File: config.mk
export PLATFORM = sky130hd
export DESIGN_NAME = mem_access_unit
export DESIGN_NICKNAME = d
export VERILOG_FILES = /design/src/rtl/cpu_pkg.sv /design/src/rtl/lsu_load_format.sv /design/src/rtl/mem_access_unit.sv
export SDC_FILE = /design/constraint.sdc
export NUM_CORES = 1
export LEC_CHECK = 0
export ABC_AREA = 1
export BUFFER_PORTS_ARGS = -buffer_cell sky130_fd_sc_hd__clkbuf_2
export CELL_PAD_IN_SITES_DETAIL_PLACEMENT = 0
export CELL_PAD_IN_SITES_GLOBAL_PLACEMENT = 2
export CORE_MARGIN = 2
export CORE_UTILIZATION = 27
export DETAILED_ROUTE_END_ITERATION = 16
export MAX_ROUTING_LAYER = met4
export PLACE_DENSITY_LB_ADDON = 0.1
export SETUP_SLACK_MARGIN = 0.15
export SYNTH_ARGS = -nofsm -noshare
export SYNTH_HDL_FRONTEND = slang
export SYNTH_HIERARCHICAL = 1
export SYNTH_SLANG_ARGS = --single-unit
File: constraint.sdc
create_clock -name clk -period 5.6 [get_ports clk]
set_input_delay 1.12 -clock clk [delete_from_list [all_inputs] [get_ports clk]]
set_output_delay 1.12 -clock clk [all_outputs]
set_load 0.05 [all_outputs]
File: src/rtl/cpu_pkg.sv
// Shared load/store definitions: data width, funct3 access encodings,
// LSU state encoding and the misalignment rule used by the MEM stage.
package cpu_pkg;

   localparam int XLEN = 32;

   localparam logic [2:0] F3_B  = 3'b000;
   localparam logic [2:0] F3_H  = 3'b001;
   localparam logic [2:0] F3_W  = 3'b010;
   localparam logic [2:0] F3_BU = 3'b100;
   localparam logic [2:0] F3_HU = 3'b101;

   typedef enum logic [1:0] {
      IDLE = 2'd0,
      REQ  = 2'd1,
      DONE = 2'd2
   } lsu_state_e;

   // Unsigned funct3 codes only mean byte/half for loads; a store with any
   // funct3 other than SB/SH is a word store.
   function automatic logic is_misaligned(input logic [2:0] f3,
                                          input logic       is_store,
                                          input logic [1:0] addr_lo);
      logic byte_acc;
      logic half_acc;
      byte_acc = (f3 == F3_B) | (!is_store & (f3 == F3_BU));
      half_acc = (f3 == F3_H) | (!is_store & (f3 == F3_HU));
      if (byte_acc)      return 1'b0;
      else if (half_acc) return addr_lo[0];
      else               return |addr_lo;
   endfunction

endpackage

File: src/rtl/lsu_load_format.sv
// Load data formatter: picks the addressed byte/halfword out of the read
// word and sign- or zero-extends it according to funct3.
module lsu_load_format
   import cpu_pkg::*;
(
   input  logic [XLEN-1:0] rdata_i,
   input  logic [1:0]      addr_lo_i,
   input  logic [2:0]      funct3_i,
   output logic [XLEN-1:0] data_o
);

   logic [7:0]  byte_sel;
   logic [15:0] half_sel;

   // Lane select and extension; unknown funct3 returns the full word.
   always_comb begin
      case (addr_lo_i)
         2'd0:    byte_sel = rdata_i[7:0];
         2'd1:    byte_sel = rdata_i[15:8];
         2'd2:    byte_sel = rdata_i[23:16];
         default: byte_sel = rdata_i[31:24];
      endcase
      half_sel = addr_lo_i[1] ? rdata_i[31:16] : rdata_i[15:0];
      case (funct3_i)
         F3_B:    data_o = {{24{byte_sel[7]}}, byte_sel};
         F3_H:    data_o = {{16{half_sel[15]}}, half_sel};
         F3_BU:   data_o = {24'h0, byte_sel};
         F3_HU:   data_o = {16'h0, half_sel};
         F3_W:    data_o = rdata_i;
         default: data_o = rdata_i;
      endcase
   end

endmodule

File: src/rtl/mem_access_unit.sv
// MEM-stage load/store unit: issues one registered req/ack access per
// instruction, formats store lanes, extends load data and stalls upstream
// until the access completes.
// Optional: DMEM_TIMEOUT_EN adds a request timeout that pulses bus_err.
// Handshake: dmem_req is held high with stable addr/we/wstrb/wdata until the
// cycle in which dmem_ack=1 is seen; dmem_ack outside a request is ignored.
module mem_access_unit
   import cpu_pkg::*;
#(
   parameter int TIMEOUT_CYCLES = 255
) (
   input  logic            clk,
   input  logic            rst,
   input  logic [XLEN-1:0] MEM_alu_result,
   input  logic [XLEN-1:0] MEM_rs2_data,
   input  logic [2:0]      MEM_funct3,
   input  logic            MEM_MemRead,
   input  logic            MEM_MemWrite,
   output logic            dmem_req,
   output logic            dmem_we,
   output logic [XLEN-1:0] dmem_addr,
   output logic [3:0]      dmem_wstrb,
   output logic [XLEN-1:0] dmem_wdata,
   input  logic [XLEN-1:0] dmem_rdata,
   input  logic            dmem_ack,
   output logic            mem_stall,
   output logic [XLEN-1:0] lsu_rdata,
   output logic            misalign_exc,
   output logic            bus_err
);

   lsu_state_e      state_q, state_d;
   logic            req_q, req_d;
   logic            we_q, we_d;
   logic [XLEN-1:0] addr_q, addr_d;
   logic [3:0]      wstrb_q, wstrb_d;
   logic [XLEN-1:0] wdata_q, wdata_d;
   logic [XLEN-1:0] rdata_q, rdata_d;
   logic            misalign_q, misalign_d;

   logic            op;
   logic            misaligned;
   logic [3:0]      st_strb;
   logic [XLEN-1:0] st_wdata;
   logic [XLEN-1:0] ld_data;

`ifdef DMEM_TIMEOUT_EN
   localparam int CNT_W = ($clog2(TIMEOUT_CYCLES + 1) > 8) ? $clog2(TIMEOUT_CYCLES + 1) : 8;
   logic [CNT_W-1:0] cnt_q, cnt_d;
   logic             bus_err_q, bus_err_d;
`endif

   assign op         = MEM_MemRead | MEM_MemWrite;
   assign misaligned = is_misaligned(MEM_funct3, MEM_MemWrite, MEM_alu_result[1:0]);

   // Reset gates the stall so upstream sees it drop as soon as rst rises.
   assign mem_stall = op & (state_q != DONE) & ~rst;

   lsu_load_format u_load_format (
      .rdata_i   (dmem_rdata),
      .addr_lo_i (MEM_alu_result[1:0]),
      .funct3_i  (MEM_funct3),
      .data_o    (ld_data)
   );

   // Store lane strobes and lane-replicated write data.
   always_comb begin
      case (MEM_funct3)
         F3_B: begin
            st_strb  = 4'b0001 << MEM_alu_result[1:0];
            st_wdata = {4{MEM_rs2_data[7:0]}};
         end
         F3_H: begin
            st_strb  = 4'b0011 << MEM_alu_result[1:0];
            st_wdata = {2{MEM_rs2_data[15:0]}};
         end
         default: begin
            st_strb  = 4'b1111;
            st_wdata = MEM_rs2_data;
         end
      endcase
   end

   // Access FSM next-state and output-register logic.
   always_comb begin
      state_d    = state_q;
      req_d      = req_q;
      we_d       = we_q;
      addr_d     = addr_q;
      wstrb_d    = wstrb_q;
      wdata_d    = wdata_q;
      rdata_d    = rdata_q;
      misalign_d = 1'b0;
`ifdef DMEM_TIMEOUT_EN
      cnt_d      = cnt_q;
      bus_err_d  = 1'b0;
`endif
      case (state_q)
         IDLE: begin
            if (op) begin
               if (misaligned) begin
                  misalign_d = 1'b1;
                  state_d    = DONE;
               end else begin
                  req_d   = 1'b1;
                  we_d    = MEM_MemWrite;
                  addr_d  = {MEM_alu_result[XLEN-1:2], 2'b00};
                  wstrb_d = MEM_MemWrite ? st_strb : 4'b0000;
                  wdata_d = MEM_MemWrite ? st_wdata : '0;
`ifdef DMEM_TIMEOUT_EN
                  cnt_d   = '0;
`endif
                  state_d = REQ;
               end
            end
         end
         REQ: begin
            if (dmem_ack) begin
               req_d   = 1'b0;
               if (!we_q) rdata_d = ld_data;
               state_d = DONE;
            end
`ifdef DMEM_TIMEOUT_EN
            else if (cnt_q == CNT_W'(TIMEOUT_CYCLES - 1)) begin
               req_d     = 1'b0;
               bus_err_d = 1'b1;
               rdata_d   = '0;
               state_d   = DONE;
            end else begin
               cnt_d = cnt_q + 1'b1;
            end
`endif
         end
         DONE:    state_d = IDLE;
         default: state_d = IDLE;
      endcase
   end

   // State and output registers; reset abandons any outstanding request.
   always_ff @(posedge clk or posedge rst) begin
      if (rst) begin
         state_q    <= IDLE;
         req_q      <= 1'b0;
         we_q       <= 1'b0;
         addr_q     <= '0;
         wstrb_q    <= 4'b0000;
         wdata_q    <= '0;
         rdata_q    <= '0;
         misalign_q <= 1'b0;
`ifdef DMEM_TIMEOUT_EN
         cnt_q      <= '0;
         bus_err_q  <= 1'b0;
`endif
      end else begin
         state_q    <= state_d;
         req_q      <= req_d;
         we_q       <= we_d;
         addr_q     <= addr_d;
         wstrb_q    <= wstrb_d;
         wdata_q    <= wdata_d;
         rdata_q    <= rdata_d;
         misalign_q <= misalign_d;
`ifdef DMEM_TIMEOUT_EN
         cnt_q      <= cnt_d;
         bus_err_q  <= bus_err_d;
`endif
      end
   end

   assign dmem_req     = req_q;
   assign dmem_we      = we_q;
   assign dmem_addr    = addr_q;
   assign dmem_wstrb   = wstrb_q;
   assign dmem_wdata   = wdata_q;
   assign lsu_rdata    = rdata_q;
   assign misalign_exc = misalign_q;
`ifdef DMEM_TIMEOUT_EN
   assign bus_err      = bus_err_q;
`else
   assign bus_err      = 1'b0;
`endif

endmodule

### After elaboration in Yosys (flattened, before gate mapping)

Index checks and enable logic that the tools add are counted.

| operators by class | value |
|---|---|
| multiplexer cells | 20 |
| shifts and indexed selects | 2 |
| equal/unequal tests | 10 |
| reduce and logical (&&, ||, !) cells | 10 |
| bitwise logic cells | 10 |

Operators with widths:

| cell | number |
|---|---|
| $pmux 32 s4 | 1 |
| $pmux 32 s2 | 1 |
| $mux 32 | 1 |
| $pmux 8 s3 | 1 |
| $mux 16 | 1 |
| $mux 1 | 8 |
| $ne 2x2->1 const B | 4 |
| $pmux 4 s2 | 1 |
| $eq 3x3->1 const B | 2 |
| $mux 2 | 3 |
| $reduce_and 3->1 | 2 |
| $and 1x1->1 | 4 |
| $eq 2x1->1 const B | 2 |
| $logic_not 2->1 | 2 |
| $mux 4 | 1 |
| $pmux 2 s2 | 1 |
| $reduce_and 4->1 | 1 |
| $shl 1x2->4 const A | 1 |
| $shl 2x2->4 const A | 1 |
| $eq 3x1->1 const B | 1 |
| $logic_not 3->1 | 1 |
| $not 1->1 | 3 |
| $or 1x1->1 | 3 |
| $eq 2x2->1 const B | 1 |
| other kinds (5) | 5 |

| word-level totals | value |
|---|---|
| input port bits | 104 |
| output and inout port bits | 105 |
| logic and storage cells | 60 |
| register bits after elaboration | 103 |

### Longest topological paths before layout

| logic depth | value |
|---|---|
| depth in word-level cells | 8 |
| depth in mapped cells | 10 |

### Modules after synthesis

The synthesis kept the hierarchy.

By module, submodules not included:

| module | area each (µm²) | times used | cells each |
|---|---|---|---|
| mem_access_unit | 4,633.2 | 1 | 552 |
| lsu_load_format | 858.3 | 1 | 163 |

### Least setup slack after synthesis

Ideal clock, no wire load.

| timing | value |
|---|---|
| kind | input-to-output |
| start | input port rst |
| end | output port mem_stall |
| stages on the path | 3 |
| arrival time | 4,450 ps |
| slack | 31 ps |
| cell sequence | inv_1 > o21ai_0 > a21oi_1 |

| on the way | value |
|---|---|
| longest elaborated chain between the ends | 2 |

Ends and longest elaborated chain:

| what | RTL line | RTL |
|---|---|---|
| from (decl) | mem_access_unit.sv:13 | `input logic rst,` |
| $not 1->1 | mem_access_unit.sv:57 | `assign mem_stall = op & (state_q != DONE) & ~rst;` |
| $and 1x1->1 | mem_access_unit.sv:57 |  |
| to (decl) | mem_access_unit.sv:26 | `output logic mem_stall,` |

Every way passes these cells.

### Worst setup path after layout

| timing | value |
|---|---|
| start | input port MEM_funct3[1] |
| end | register addr_q[11], in the netlist dmem_addr[11] |

| on the way | value |
|---|---|
| longest elaborated chain between the ends | 7 |

Ends and longest elaborated chain:

| what | RTL line | RTL |
|---|---|---|
| from (decl) | mem_access_unit.sv:16 | `input logic [2:0] MEM_funct3,` |
| $eq 3x3->1 | cpu_pkg.sv:27 | `half_acc = (f3 == F3_H) \| (!is_store & (f3 == F3_HU));` |
| $and 1x1->1 | cpu_pkg.sv:27 |  |
| $or 1x1->1 | cpu_pkg.sv:27 |  |
| $mux 1 | cpu_pkg.sv:29 | `else if (half_acc) return addr_lo[0];` |
| $mux 1 * | cpu_pkg.sv:28 | `if (byte_acc) return 1'b0;` |
| $not 1->1 (no line) * | n/a |  |
| $reduce_and 3->1 (no line) * | n/a |  |
| to (signal assigned) | mem_access_unit.sv:158 | `addr_q <= addr_d;` |
| to (decl) | mem_access_unit.sv:35 | `logic [XLEN-1:0] addr_q, addr_d;` |

Every way passes the cells marked *; elsewhere a longest branch is shown, timed or not.
A chain may end at the register's enable or synchronous reset.

==> results by group <==
Drt
  – Remaining DRCs: 0
  – Iteration-0 DRC Markers: 237
  – DRT Wirelength: 17.0 mm
  – DRT Pass-1 Iters: 4
  – Via count: 5083
  – Routed vias/inst: about 4.3
  – Post-route ant nets: 0
  – Drt wl/cell: 14.5 um

Critical path
  – Critical path class: in2reg
  – Critical path endpoint category: flip-flop
  – End of the worst register-to-register path: dmem_addr[11]
  – Required time of the critical path: 5.89 ns
  – CP max FO: 39
  – Worst Setup EP: dmem_addr[11]
  – Worst setup startpoint: MEM_funct3[1]
  – CP startpoint kind: primary input
  – R2R cell count: 7
  – FF-to-FF setup slack: 3.10 ns
  – R2R Path Start: state_q[1]
  – Worst EP arrival: 3.80 ns

Final layout
  – Layout Nets: 1000
  – Fillers: ~2.2k
  – Commonest non-fill, non-tap cells in the layout: nand2_1, clkbuf_2, dfrtp_1
  – Antenna diodes: 0
  – Layout area overhead: 25.7%
  – Layout cells sized above 1: 0.324
  – Most common cell after layout, fill and taps aside: nand2_1
  – Core Util, Final: 0.343

Global routing
  – Global-route wire length before repair: 27.2 mm
  – Vias in the first global route: 5178
  – GRT Overall Usage: 0.165
  – Largest net degree at the start of global routing: between 70 and 80
  – Overflow after GRT: 0
  – Antenna violations before repair: 0

Clock network
  – Longest Clk Path Bufs: 2
  – Post-CTS sizing: 0
  – Sink Count: between 100 and 150
  – CTS Buf Count: 9
  – Root Driver: clkbuf_16
  – H-tree levels: 3
  – CTS hold repair buffers: 0
  – Clk slew on worst S/H paths: approximately 0.08 ns
  – CTS tree: yes
  – Clock latency on the worst-skew pair: 0.36 ns
  – Postcts setup bufs: 0

Synthesis
  – Top FF cell, synth: dfrtp_1
  – Synth Area per Inst: ~7.7 um^2
  – Post-Synthesis Cells: between 700 and 800
  – Async set-reset flop share out of synthesis: 1.00
  – Seq/Total Area, Yosys: 0.469
  – Synth warn: 6
  – Unique masters post-synth: 29
  – Synthesized area: 5490 um^2
  – Post-synth EDFFs: 0
  – Yosys reg bits: 103

STA
  – Final setup violation count: 0
  – Worst-margin pin slew: 1.04 ns
  – Final clock period utilization by the worst path: 0.627
  – Worst slew margin relative to its limit: 0.309
  – Final min period: 3.51 ns
  – Final worst-path setup slack: 2.09 ns
  – Final hold viol count: 0
  – Final Skew: about 0.0079 ns
  – Peak Freq: ~280 MHz
  – Final Max Slew Viols: 0
  – Setup_tns: 0 ns
  – RSZ-0062 raised after global routing: false

Place
  – Port Buffers: 205
  – Worst slack, placed: 1.67 ns
  – Final RePlAce weighted congestion: 0.839
  – Dpl hpwl: between 10 and 15 mm

Status
  – Status: completed

Power and ir drop
  – Leakage power: approximately 4.1 nW
  – Overall Power: 0.00419 W
  – Worst VDD drop: 263 uV
  – Power Density: 607 nW/um^2

Die
  – Core area: 20100 um^2
  – DIE WIDTH: 147 um
  – I/O Pins: 209
  – Die footprint: 21500 um^2
  – Starting Density: 0.273
  – Die H: between 100 and 150 um
  – FP Rows: 52

Flow run
  – Max-cap violations: 0

Min path
  – Min-delay worst type: reg2reg
[worst min-delay path by stage]
stage / start / endpoint / cells after the start
after floorplan: state_q[1] / state_q[0] / 1
after global placement: dmem_addr[27] / dmem_addr[27] / 2
after detailed placement: dmem_addr[2] / dmem_addr[2] / 2
after CTS: dmem_addr[2] / dmem_addr[2] / 2
after global routing: lsu_rdata[17] / lsu_rdata[17] / 2
final: dmem_addr[5] / dmem_addr[5] / 2
[synthesized netlist by cell type, types with 3 or more instances]
library cell / n / area (um^2)
nand3_2: 12 / 120
buf_2: 9 / 45.0
nor2_2: 4 / 25.0
o21ai_0: 28 / 140
inv_1: 73 / 274
buf_4: 7 / 52.6
nor2_1: 28 / 105
inv_2: 8 / 30.0
dfrtp_1: 103 / 2580
nand2_2: 4 / 25.0
nand3_1: 50 / 250
buf_6: 14 / 158
nand2_1: 284 / 1070
clkbuf_1: 6 / 22.5
a21oi_2: 3 / 26.3
buf_1: 3 / 11.3
o21ai_2: 33 / 289
a21oi_1: 35 / 175
[power breakdown]
group          internal [W]  switching (W)
Combinational      0.000468        0.00178
Sequential          0.00108       0.000204
Clock              0.000354       0.000308
[routing by layer]
metal	vias up	global-route usage	share of wire
met5	-	-	0
met4	0	0.0505	0.014
met3	13	0.0428	0.064
met2	140	0.265	0.47
met1	2352	0.206	0.45
li1	2578	-	-
[worst max-delay path, stage by stage]
cell      delay, ns
clkbuf_2       0.56
inv_1          0.15
nand3_2        0.13
nand2_2        0.39
nand2_2        0.78
buf_4          0.45
nand2_1        0.11
nand2_1        0.07
[sequential cells by signal, summed over array words and instances (netlist names)]
register	flops
dmem_we	1
dmem_wstrb	4
misalign_exc	1
dmem_req	1
lsu_rdata	32
dmem_addr	30
state_q	2
dmem_wdata	32
[metrics by stage]
step	hold WS, ns	instances	instance area (um^2)
CTS	0.477	1171	6900
detailed placement	0.459	1155	6600
global route	0.502	1171	6900
global placement	0.457	1155	6600
floorplan	0.508	717	5500
finish	0.476	1171	6900
[logic make-up after synthesis]
family	Yosys count	share of synthesized area
AO/OA/AOI/OAI	103	0.120
buffers and inverters	122	0.110
flip-flops	103	0.469
other	1	0.000683
AND/OR/NAND/NOR	386	0.301
[area by class of cell]
class / count / area (um^2) / area share
Clock buffer: 10 / 229 / 0.0332
Clock inverter: 6 / 80.1 / 0.0116
Inverter: 82 / 312 / 0.0451
Multi-Input combinational cell: 492 / 2320 / 0.336
Sequential cell: 103 / 2580 / 0.373
Tap cell: 270 / 338 / 0.0489
Timing Repair Buffer: 208 / 1050 / 0.152
(Power assumes the default switching activity.)
